[src/rtl/note_sequencer.sv]
// Column-stepping sequencer for an 8x8 note grid. It sweeps the columns at a
// fixed beat rate and offers each column's active rows as a chord downstream.
module note_sequencer #(
  parameter int unsigned BEAT_CYCLES = 5000000
) (
  input  logic        iCLK,
  input  logic        iRST_N,
  input  logic [63:0] iNote,
  input  logic        iSave,
  input  logic        iStart,
  input  logic        iStop,
  input  logic        iReady,
  output logic [7:0]  oChord,
  output logic [7:0]  oAttack,
  output logic [2:0]  oColumn,
  output logic        oValid,
  output logic        oOverrun,
  output logic        oPlaying
);

  typedef enum logic {IDLE, RUN} state_t;

  localparam logic [25:0] BEAT_LAST = 26'(BEAT_CYCLES - 1);

  state_t      state_reg;
  logic [63:0] pend_reg;
  logic [63:0] snap_reg;
  logic [25:0] tmr_reg;
  logic [7:0]  chord_reg;
  logic [7:0]  attack_reg;
  logic [2:0]  column_reg;
  logic        valid_reg;
  logic        overrun_reg;

  logic        beat;
  logic        wrap;
  logic [2:0]  column_inc;
  logic [7:0]  chord_start;
  logic [7:0]  chord_beat;

  assign beat       = (state_reg == RUN) && (tmr_reg == BEAT_LAST);
  assign wrap       = (column_reg == 3'd7);
  assign column_inc = column_reg + 3'd1;

  // A new sweep (start or 7->0 wrap) reads column 0 straight from the pending
  // grid, since that is exactly what gets copied into the snapshot on the same edge.
  genvar gi;
  generate
    for (gi = 0; gi < 8; gi++) begin : g_row
      logic [7:0] snap_row;
      assign snap_row        = snap_reg[gi*8 +: 8];
      assign chord_start[gi] = pend_reg[gi*8];
      assign chord_beat[gi]  = wrap ? pend_reg[gi*8] : snap_row[column_inc];
    end
  endgenerate

  always_ff @(posedge iCLK or negedge iRST_N) begin
    if (!iRST_N) begin
      state_reg   <= IDLE;
      pend_reg    <= '0;
      snap_reg    <= '0;
      tmr_reg     <= '0;
      chord_reg   <= '0;
      attack_reg  <= '0;
      column_reg  <= '0;
      valid_reg   <= 1'b0;
      overrun_reg <= 1'b0;
    end else begin
      if (iSave)
        pend_reg <= iNote;
      overrun_reg <= 1'b0;
      case (state_reg)
        IDLE: begin
          if (iStart && !iStop) begin
            state_reg  <= RUN;
            tmr_reg    <= '0;
            snap_reg   <= pend_reg;
            column_reg <= 3'd0;
            chord_reg  <= chord_start;
            attack_reg <= chord_start;
            valid_reg  <= |chord_start;
          end
        end
        RUN: begin
          if (iStop) begin
            state_reg  <= IDLE;
            tmr_reg    <= '0;
            chord_reg  <= '0;
            attack_reg <= '0;
            column_reg <= 3'd0;
            valid_reg  <= 1'b0;
          end else if (beat) begin
            tmr_reg     <= '0;
            column_reg  <= column_inc;
            if (wrap)
              snap_reg <= pend_reg;
            chord_reg   <= chord_beat;
            attack_reg  <= chord_beat & ~chord_reg;
            valid_reg   <= |chord_beat;
            // An acceptance in the beat cycle itself still counts as taken.
            overrun_reg <= valid_reg && !iReady;
          end else begin
            tmr_reg <= tmr_reg + 26'd1;
            if (valid_reg && iReady)
              valid_reg <= 1'b0;
          end
        end
      endcase
    end
  end

  assign oChord   = chord_reg;
  assign oAttack  = attack_reg;
  assign oColumn  = column_reg;
  assign oValid   = valid_reg;
  assign oOverrun = overrun_reg;
  assign oPlaying = (state_reg == RUN);

endmodule

[config.mk]
export PLATFORM = sky130hd
export DESIGN_NAME = note_sequencer
export DESIGN_NICKNAME = d
export VERILOG_FILES = /design/src/rtl/note_sequencer.sv
export SDC_FILE = /design/constraint.sdc
export NUM_CORES = 1
export LEC_CHECK = 0
export BUFFER_PORTS_ARGS = -buffer_cell sky130_fd_sc_hd__buf_2
export CORE_UTILIZATION = 40
export DETAILED_ROUTE_END_ITERATION = 10
export PLACE_DENSITY = 0.54
export SYNTH_ARGS = -nofsm -noshare
export SYNTH_HDL_FRONTEND = slang
export SYNTH_SLANG_ARGS = --single-unit
export TNS_END_PERCENT = 10
[constraint.sdc]
create_clock -name iCLK -period 5.1 [get_ports iCLK]
set_clock_uncertainty 0.1 [all_clocks]
set_input_delay 1.02 -clock iCLK [delete_from_list [all_inputs] [get_ports iCLK]]
set_output_delay 1.02 -clock iCLK [all_outputs]
set_load 0.02 [all_outputs]
==> reports/metrics.yaml, run 1 <==
status: "finished, final reports clean"
async_flop_share: 1.00
fp.dieW_um: 144
gp_congestion: 0.828
min_path_cells: 1
dr_total_vias: 4982
p_leak_uw: 0.00416
critPathLaunchType: "register"
worst_pin_slew_ns: 1.22
antenna_cells: 0
h-tree-depth: 4
max_cap_viol_count: 0
wire_per_inst_um: 17.8
p_per_area_nw_per_um2: 389
relSlewSlack: 0.187
clk_latency_ns: 0.43
ir_worst_vdd_v: 0.000208
crit_fanout: 64
tns_ns: 0
setup_viol: 0
fin_crit_sh: 0.693
start_util: 0.410
maxSlewViolCount: 0
register_area_um2: 4410
cts_resized: 0
hold_buffers: 0
grt_pass1_vias: 5105
crit_type: "reg2reg"
synth_edf_count: 0
clock-root-buffer: "clkbuf_16"
grt_util_met3: 0.0453
ys_ff_latch: 176
syn_inst: 602
io_buffers: 91
clock_sinks: 176
ys_top_cells_by_area: "dfrtp_1 (55%), mux2_2 (12%), mux2_4 (11%), nor2_1 (2.3%), mux2i_1 (2.0%)"
critPathCaptureType: "register"
grt_pass1_wl_um: 27500
fmax_mhz: 283
placed_area_um2: 8650
avgViaCountPerCell: 5.16
hold_violations: 0
drt_iter0_markers: 287
cts_tree: "yes"
path_clk_slew_ns: 0.06
synth_cell_types: 47
clock_path_buffers: 2
yosys.area.top_type: "dfrtp_1"
period_minus_slack_ns: 3.53
final_layout_size_suffix_gt1_frac: 0.397
hpwl_um: 11700
hold_class: "reg2reg"
core.rowCount: 51
nNetsFinal: 760
placeableCoreArea_um2: 19600
multi_input_area_um2: 3400
cts_setup_buffers: 0
synth-warning-count: 0
antenna_found_initial: 0
rsz0062_at_grt: "false"
yosysSeqAreaShare: 0.548
ant_nets: 0
grt_max_degree: 118
io_pins: 92
top_usage_layer: "met2"
track_usage: 0.178
synth_top_area_frac: 0.548
grt_overflow: 0
drtPass1Iterations: 4
finish.utilization: 0.472
drcViolationCount: 0
ys.flop_type: "dfrtp_1"
cts_buffers: 17
die_area_um2: 20600
met2_usage: 0.275
nFillCells: 1796
reg2reg_depth: 7
design_area_um2: 9250
avgSynthCellArea_um2: 13.3
cp.arrival_ns: 3.74
gr-usage-met1: 0.240
cp.required_ns: 5.31
area_delta_synth_final_pct: 15.2
die_y_um: 144
syn_area_um2: 8030
drt-total-wl_um: 17200
synth_nets: 675
routing by layer:
metal,vias to the layer above,part of all wire,routed length (µm)
met2,115,0.47,8020
met5,-,0,0
li1,2342,-,-
met4,0,0.016,275
met3,16,0.044,761
met1,2509,0.47,8120
per-stage QoR:
step / hold slack [ns] / power (µW) / setup slack (ns) / cells
2_1_floorplan: 0.374 / 2130 / 2.07 / 602
3_3_place_gp: 0.370 / 2280 / 1.63 / 933
3_5_place_dp: 0.386 / 2310 / 1.60 / 933
4_1_cts: 0.398 / 3640 / 1.60 / 965
5_1_grt: 0.418 / 3750 / 1.46 / 965
6_report: 0.390 / 3590 / 1.57 / 965
cells in the final DEF, fill, tap and decap left out, types with 6 or more instances in the layout:
cell	netlist	final
clkbuf_16	0	17
buf_4	0	6
and3_1	6	6
a31oi_1	6	6
o31ai_1	9	9
o22ai_1	10	10
xor2_1	12	12
buf_2	5	90
nand2_1	39	39
nor2_1	49	49
dfrtp_1	176	175
mux2i_1	16	16
a22o_1	11	11
mux2_2	84	84
nand4_1	6	6
nand3_1	11	11
mux2_4	60	60
o21ai_0	13	13
Yosys cell counts (2+ instances only):
master	count
dfrtp_1	176
mux2_2	84
mux2_4	60
nor2_1	49
nand2_1	39
mux2i_1	16
clkbuf_1	13
o21ai_0	13
xor2_1	12
a22o_1	11
nand3_1	11
o22ai_1	10
o31ai_1	9
a21oi_1	6
a31oi_1	6
and3_1	6
buf_12	6
nand4_1	6
buf_1	5
buf_2	5
nand2b_1	5
nor4_1	5
a311oi_1	4
inv_1	4
o211ai_1	4
o21a_1	4
xnor2_1	4
ha_1	3
nor4b_1	3
and4_1	2
buf_6	2
nor2b_1	2
nor3_1	2
or4_4	2
critical path, cell delays in order, from the launching register on:
cell and delay [ns]:
dfrtp_1 0.44, or4b_1 0.52, or4_4 0.50, or4_4 0.58
o2bb2ai_2 0.22, nand2b_4 0.06, buf_4 0.40, mux2_4 0.46
path summary, 6_finish.rpt:
path                              from           end  slack (ns)
max reg2reg                tmr_reg[15]  snap_reg[56]        1.57
min reg2reg                 oAttack[4]    oAttack[4]        0.39
min                         oAttack[4]    oAttack[4]        0.39
max in group asynchronous       iRST_N    tmr_reg[0]        3.22
max                        tmr_reg[15]  snap_reg[56]        1.57
min in group asynchronous       iRST_N   tmr_reg[21]        0.61
area by class of cell:
type                            count  share of cell area
Sequential cell                   176               0.476
Multi-Input combinational cell    391               0.367
Timing Repair Buffer               97              0.0548
Clock buffer                       25              0.0536
Tap cell                          265              0.0358
Clock inverter                      7              0.0108
Inverter                            4             0.00162
kinds of logic (layout without fill, tap and decap cells):
kind of cell | Yosys count | after routing | share of synthesized area
mux | 160 | 160 | 0.250
simple gates | 137 | 137 | 0.0812
flops | 176 | 176 | 0.548
xor+xnor | 16 | 16 | 0.0174
compound gates | 75 | 75 | 0.0673
fa+ha+maj | 3 | 3 | 0.00467
buf+inv | 35 | 133 | 0.0312
where the power goes:
part | switching [µW] | total, µW | internal (µW)
clock network | 537 | 1310 | 777
registers | 132 | 1730 | 1600
logic | 230 | 552 | 322
total | 898 | 3590 | 2700
Note: power is estimated with default switching activity, not from simulation.
==> run 2, diff against run 1 <==
clock period = 3.3 ns   (was 5.1 ns; I/O delays follow)
==> reports/metrics.yaml, run 2 (synthesized netlist as in run 1, its figures left out) <==
die_area_um2: 20600
wire_per_inst_um: 17.3
hpwl_um: 11800
final_layout_size_suffix_gt1_frac: 0.411
fin_cells: 976
fp.dieW_um: 144
grt_overflow: 0
layout_commonest_cell: "dfrtp_1"
h-tree-depth: 4
p_leak_uw: 0.00426
placed_cells_incl_taps: 944
drt_iter0_markers: 219
clock-root-buffer: "clkbuf_16"
drt-total-wl_um: 16900
cts_setup_buffers: 0
crit_type: "reg2reg"
cts_tree: "yes"
cts_buffers: 17
placeableCoreArea_um2: 19600
track_usage: 0.177
multi_input_area_um2: 3400
period_minus_slack_ns: 3.01
critPathCaptureType: "register"
core.rowCount: 51
ir_worst_vdd_v: 0.000364
clock_sinks: 176
antenna_found_initial: 0
hold_buffers: 0
nFillCells: 1761
avgViaCountPerCell: 5.10
io_buffers: 91
cp.arrival_ns: 3.22
die_y_um: 144
start_util: 0.410
hold_violations: 0
max_cap_viol_count: 0
layout_common_cells: "dfrtp_1 (175), buf_2 (90), mux2_2 (84)"
fmax_mhz: 332
area_delta_synth_final_pct: 17.4
path_clk_slew_ns: 0.07
dr_total_vias: 4977
tns_ns: 0
rsz0062_at_grt: "false"
setup_viol: 0
worst_pin_slew_ns: 0.762
grt_max_degree: 76
p_per_area_nw_per_um2: 595
fin_crit_sh: 0.912
cp.required_ns: 3.51
relSlewSlack: 0.490
drtPass1Iterations: 4
gp_congestion: 0.835
grt_pass1_vias: 5176
clock_path_buffers: 2
critPathLaunchType: "register"
clk_latency_ns: 0.43
antenna_cells: 0
io_pins: 92
register_area_um2: 4410
maxSlewViolCount: 0
drcViolationCount: 0
nNetsFinal: 771
cts_resized: 0
status: "finished, final reports clean"
ant_nets: 0
hold_class: "in2async"
grt_pass1_wl_um: 27600
crit_fanout: 33
run 2: cell types whose count changed in the layout (fill, tap and decap cells not counted):
cell / change
buf_4: +5
clkbuf_8: -2
buf_12: +6
clkbuf_1: -3
clkinv_4: +2
bufinv_16: +1
clkinv_2: +2
run 2: power by group:
part / switching [µW] / total [µW] / internal [µW]
clock network: 836 / 2070 / 1230
logic: 361 / 872 / 512
registers: 200 / 2670 / 2470
run 2: path summary, 6_finish.rpt:
kind | startpoint | end | slack [ns] | cells past startpoint
max | tmr_reg[15] | snap_reg[6] | 0.29 | 7
min | iRST_N | tmr_reg[24] | 0.15 | 1
max reg2reg | tmr_reg[15] | snap_reg[6] | 0.29 | 7
min reg2reg | oAttack[0] | oAttack[0] | 0.38 | 1
max in group asynchronous | iRST_N | pend_reg[40] | 2.18 | 2
min in group iCLK | iReady | oOverrun | 0.34 | 2
run 2: area by class of cell:
type                    count  area share
clock buffers              20      0.0484
inverters                   4     0.00159
multi-input cells         391       0.360
repair buffers            108      0.0705
clock inverters            12      0.0167
well taps                 265      0.0352
flip-flops and latches    176       0.467
run 2: through the flow:
step / total power, µW / hold WS (ns) / area [µm²] / utilization / setup WS (ns)
finish: 5610 / 0.147 / 9430 / 0.481 / 0.291
global route: 5870 / 0.197 / 9430 / 0.481 / 0.182
CTS: 5680 / 0.186 / 9430 / 0.481 / 0.282
detailed placement: 3590 / 0.377 / 8810 / 0.450 / 0.292
global placement: 3550 / 0.367 / 8810 / 0.450 / 0.307
floorplan: 3290 / 0.264 / 8030 / - / 0.272
run 2: worst max-delay path, stage by stage (launching register included):
cell and delay (ns):
dfrtp_1 0.45, or4b_1 0.51, or4_4 0.49, or4_4 0.51, o2bb2ai_2 0.20, nand2b_4 0.10, buf_12 0.20, mux2_4 0.32
run 2: metal layers:
metal,track usage,wire (µm),up-vias,part of all wire
li1,-,-,2364,-
met1,0.251,8330,2490,0.49
met2,0.269,7650,103,0.45
met3,0.0387,624,20,0.037
met4,0.0610,280,0,0.017
met5,0,0,-,0
==> run 3, diff against run 2 <==
BUFFER_PORTS_ARGS = -buffer_cell sky130_fd_sc_hd__buf_4   (was -buffer_cell sky130_fd_sc_hd__buf_2)
==> reports/metrics.yaml, run 3 (synthesized netlist as in run 1, its figures left out) <==
ir_worst_vdd_v: 0.000371
h-tree-depth: 4
drtPass1Iterations: 4
status: "finished, final reports clean"
fp.dieW_um: 144
drcViolationCount: 0
placeableCoreArea_um2: 19600
io_pins: 92
area_delta_synth_final_pct: 18.9
nNetsFinal: 766
cp.arrival_ns: 3.30
cp.required_ns: 3.53
core.rowCount: 51
top_layer_used: "met4"
fmax_mhz: 325
track_usage: 0.178
final_layout_size_suffix_gt1_frac: 0.406
path_clk_slew_ns: 0.07
drt-met1-wl_um: 8360
drt-total-wl_um: 16900
crit_fanout: 47
critPathLaunchType: "register"
hold-worst-slack_ns: 0.103
p_clk_frac: 0.357
grt_pass1_wl_um: 27800
p_switching_uw: 1410
r2r_start: "tmr_reg[15]"
antenna_cells: 0
design_area_um2: 9550
clock_sinks: 176
cts_resized: 0
worst_path_max_delay_cell: "or4b_1"
crit_type: "reg2reg"
dr_total_vias: 5008
route.met3.wl_um: 616
critical-path-max-stage-delay_ns: 0.53
layout_commonest_cell: "dfrtp_1"
critPathBufInv: 2
grt_max_degree: 67
crit_family: "simple AND/OR/NAND/NOR gates"
sequentialPowerShare: 0.479
crit_path_frequent_cell: "or4_4"
tns_ns: 0
fin_crit_sh: 0.931
comb_power_share: 0.163
die_area_um2: 20600
reg2reg_depth: 8
io_buffers: 91
grt_overflow: 0
r2r_end: "oAttack[1]"
max_cap_viol_count: 0
sw_frac_of_total: 0.253
maxSlewViolCount: 0
grt_pass1_vias: 5122
gp_congestion: 0.834
p_int_uw: 4150
hold_buffers: 0
relSlewSlack: 0.397
clk_latency_ns: 0.43
worst_pin_slew_ns: 0.881
start_util: 0.410
hold_violations: 0
cts_tree: "yes"
met2_length_um: 7670
clock_path_buffers: 2
placed_area_um2: 8970
p_per_area_nw_per_um2: 582
p_leak_uw: 0.00429
clock-root-buffer: "clkbuf_16"
placed_cells_incl_taps: 939
setup_viol: 0
cts_setup_buffers: 0
cts_buffers: 17
rsz0062_at_grt: "false"
hold_class: "in2async"
path_cells: "or4b_1 -> or4_4 -> or4_4 -> buf_4 -> a21oi_4 -> buf_12 -> nor2_1 -> a311oi_1"
antenna_found_initial: 0
finish.utilization: 0.488
hpwl_um: 11500
fin_cells: 970
critPathCaptureType: "register"
die_y_um: 144
ant_nets: 0
ff2ff_setup_slack_ns: 0.23
avgViaCountPerCell: 5.16
drt_iter0_markers: 336
period_minus_slack_ns: 3.07
layout_common_cells: "dfrtp_1 (175), buf_4 (98), mux2_2 (84)"
wire_per_inst_um: 17.4
-- run 3: changes by cell type in the layout (fill, tap and decap cells not counted) --
cell,delta
buf_12,-2
buf_2,-90
buf_4,+87
bufinv_16,-1
clkbuf_8,-1
clkinv_2,+1
clkinv_4,-1
clkinvlp_4,-1
inv_6,+2
-- run 3: final cells by class --
cell class / count / area [µm²]
clock buffer: 19 / 443
clock inverter: 12 / 134
fill: 1751 / 10000
inverter: 4 / 15.0
multi-input combinational: 391 / 3400
sequential: 176 / 4410
tap: 265 / 332
timing repair buffer: 103 / 827
-- run 3: how the worst max path moves through the flow --
stage / from / endpoint / depth (start not counted)
2_1_floorplan: tmr_reg[17] / snap_reg[0] / 9
3_3_place_gp: tmr_reg[17] / oAttack[1] / 8
3_5_place_dp: tmr_reg[15] / oAttack[1] / 8
4_1_cts: tmr_reg[15] / oAttack[1] / 8
5_1_grt: tmr_reg[15] / oAttack[3] / 8
6_report: tmr_reg[15] / oAttack[1] / 8
-- run 3: routing by layer --
metal  track usage  vias up
met5             0        -
met1         0.252     2530
met2         0.267       91
met3        0.0427       22
met4        0.0594        0
li1              -     2365
-- run 3: power groups by stage --
stage	clock [µW]	sequential (µW)	combinational (µW)
after CTS	2040	2670	923
after floorplan	0	2690	601
final	1990	2670	909
after global placement	0	2690	894
after detailed placement	0	2710	918
after global routing	2130	2710	994
-- run 3: through the flow --
stage	total power [µW]	setup slack, ns
after floorplan	3290	0.272
after global placement	3590	0.319
after detailed placement	3620	0.241
after CTS	5640	0.218
after global routing	5830	0.103
final	5560	0.228
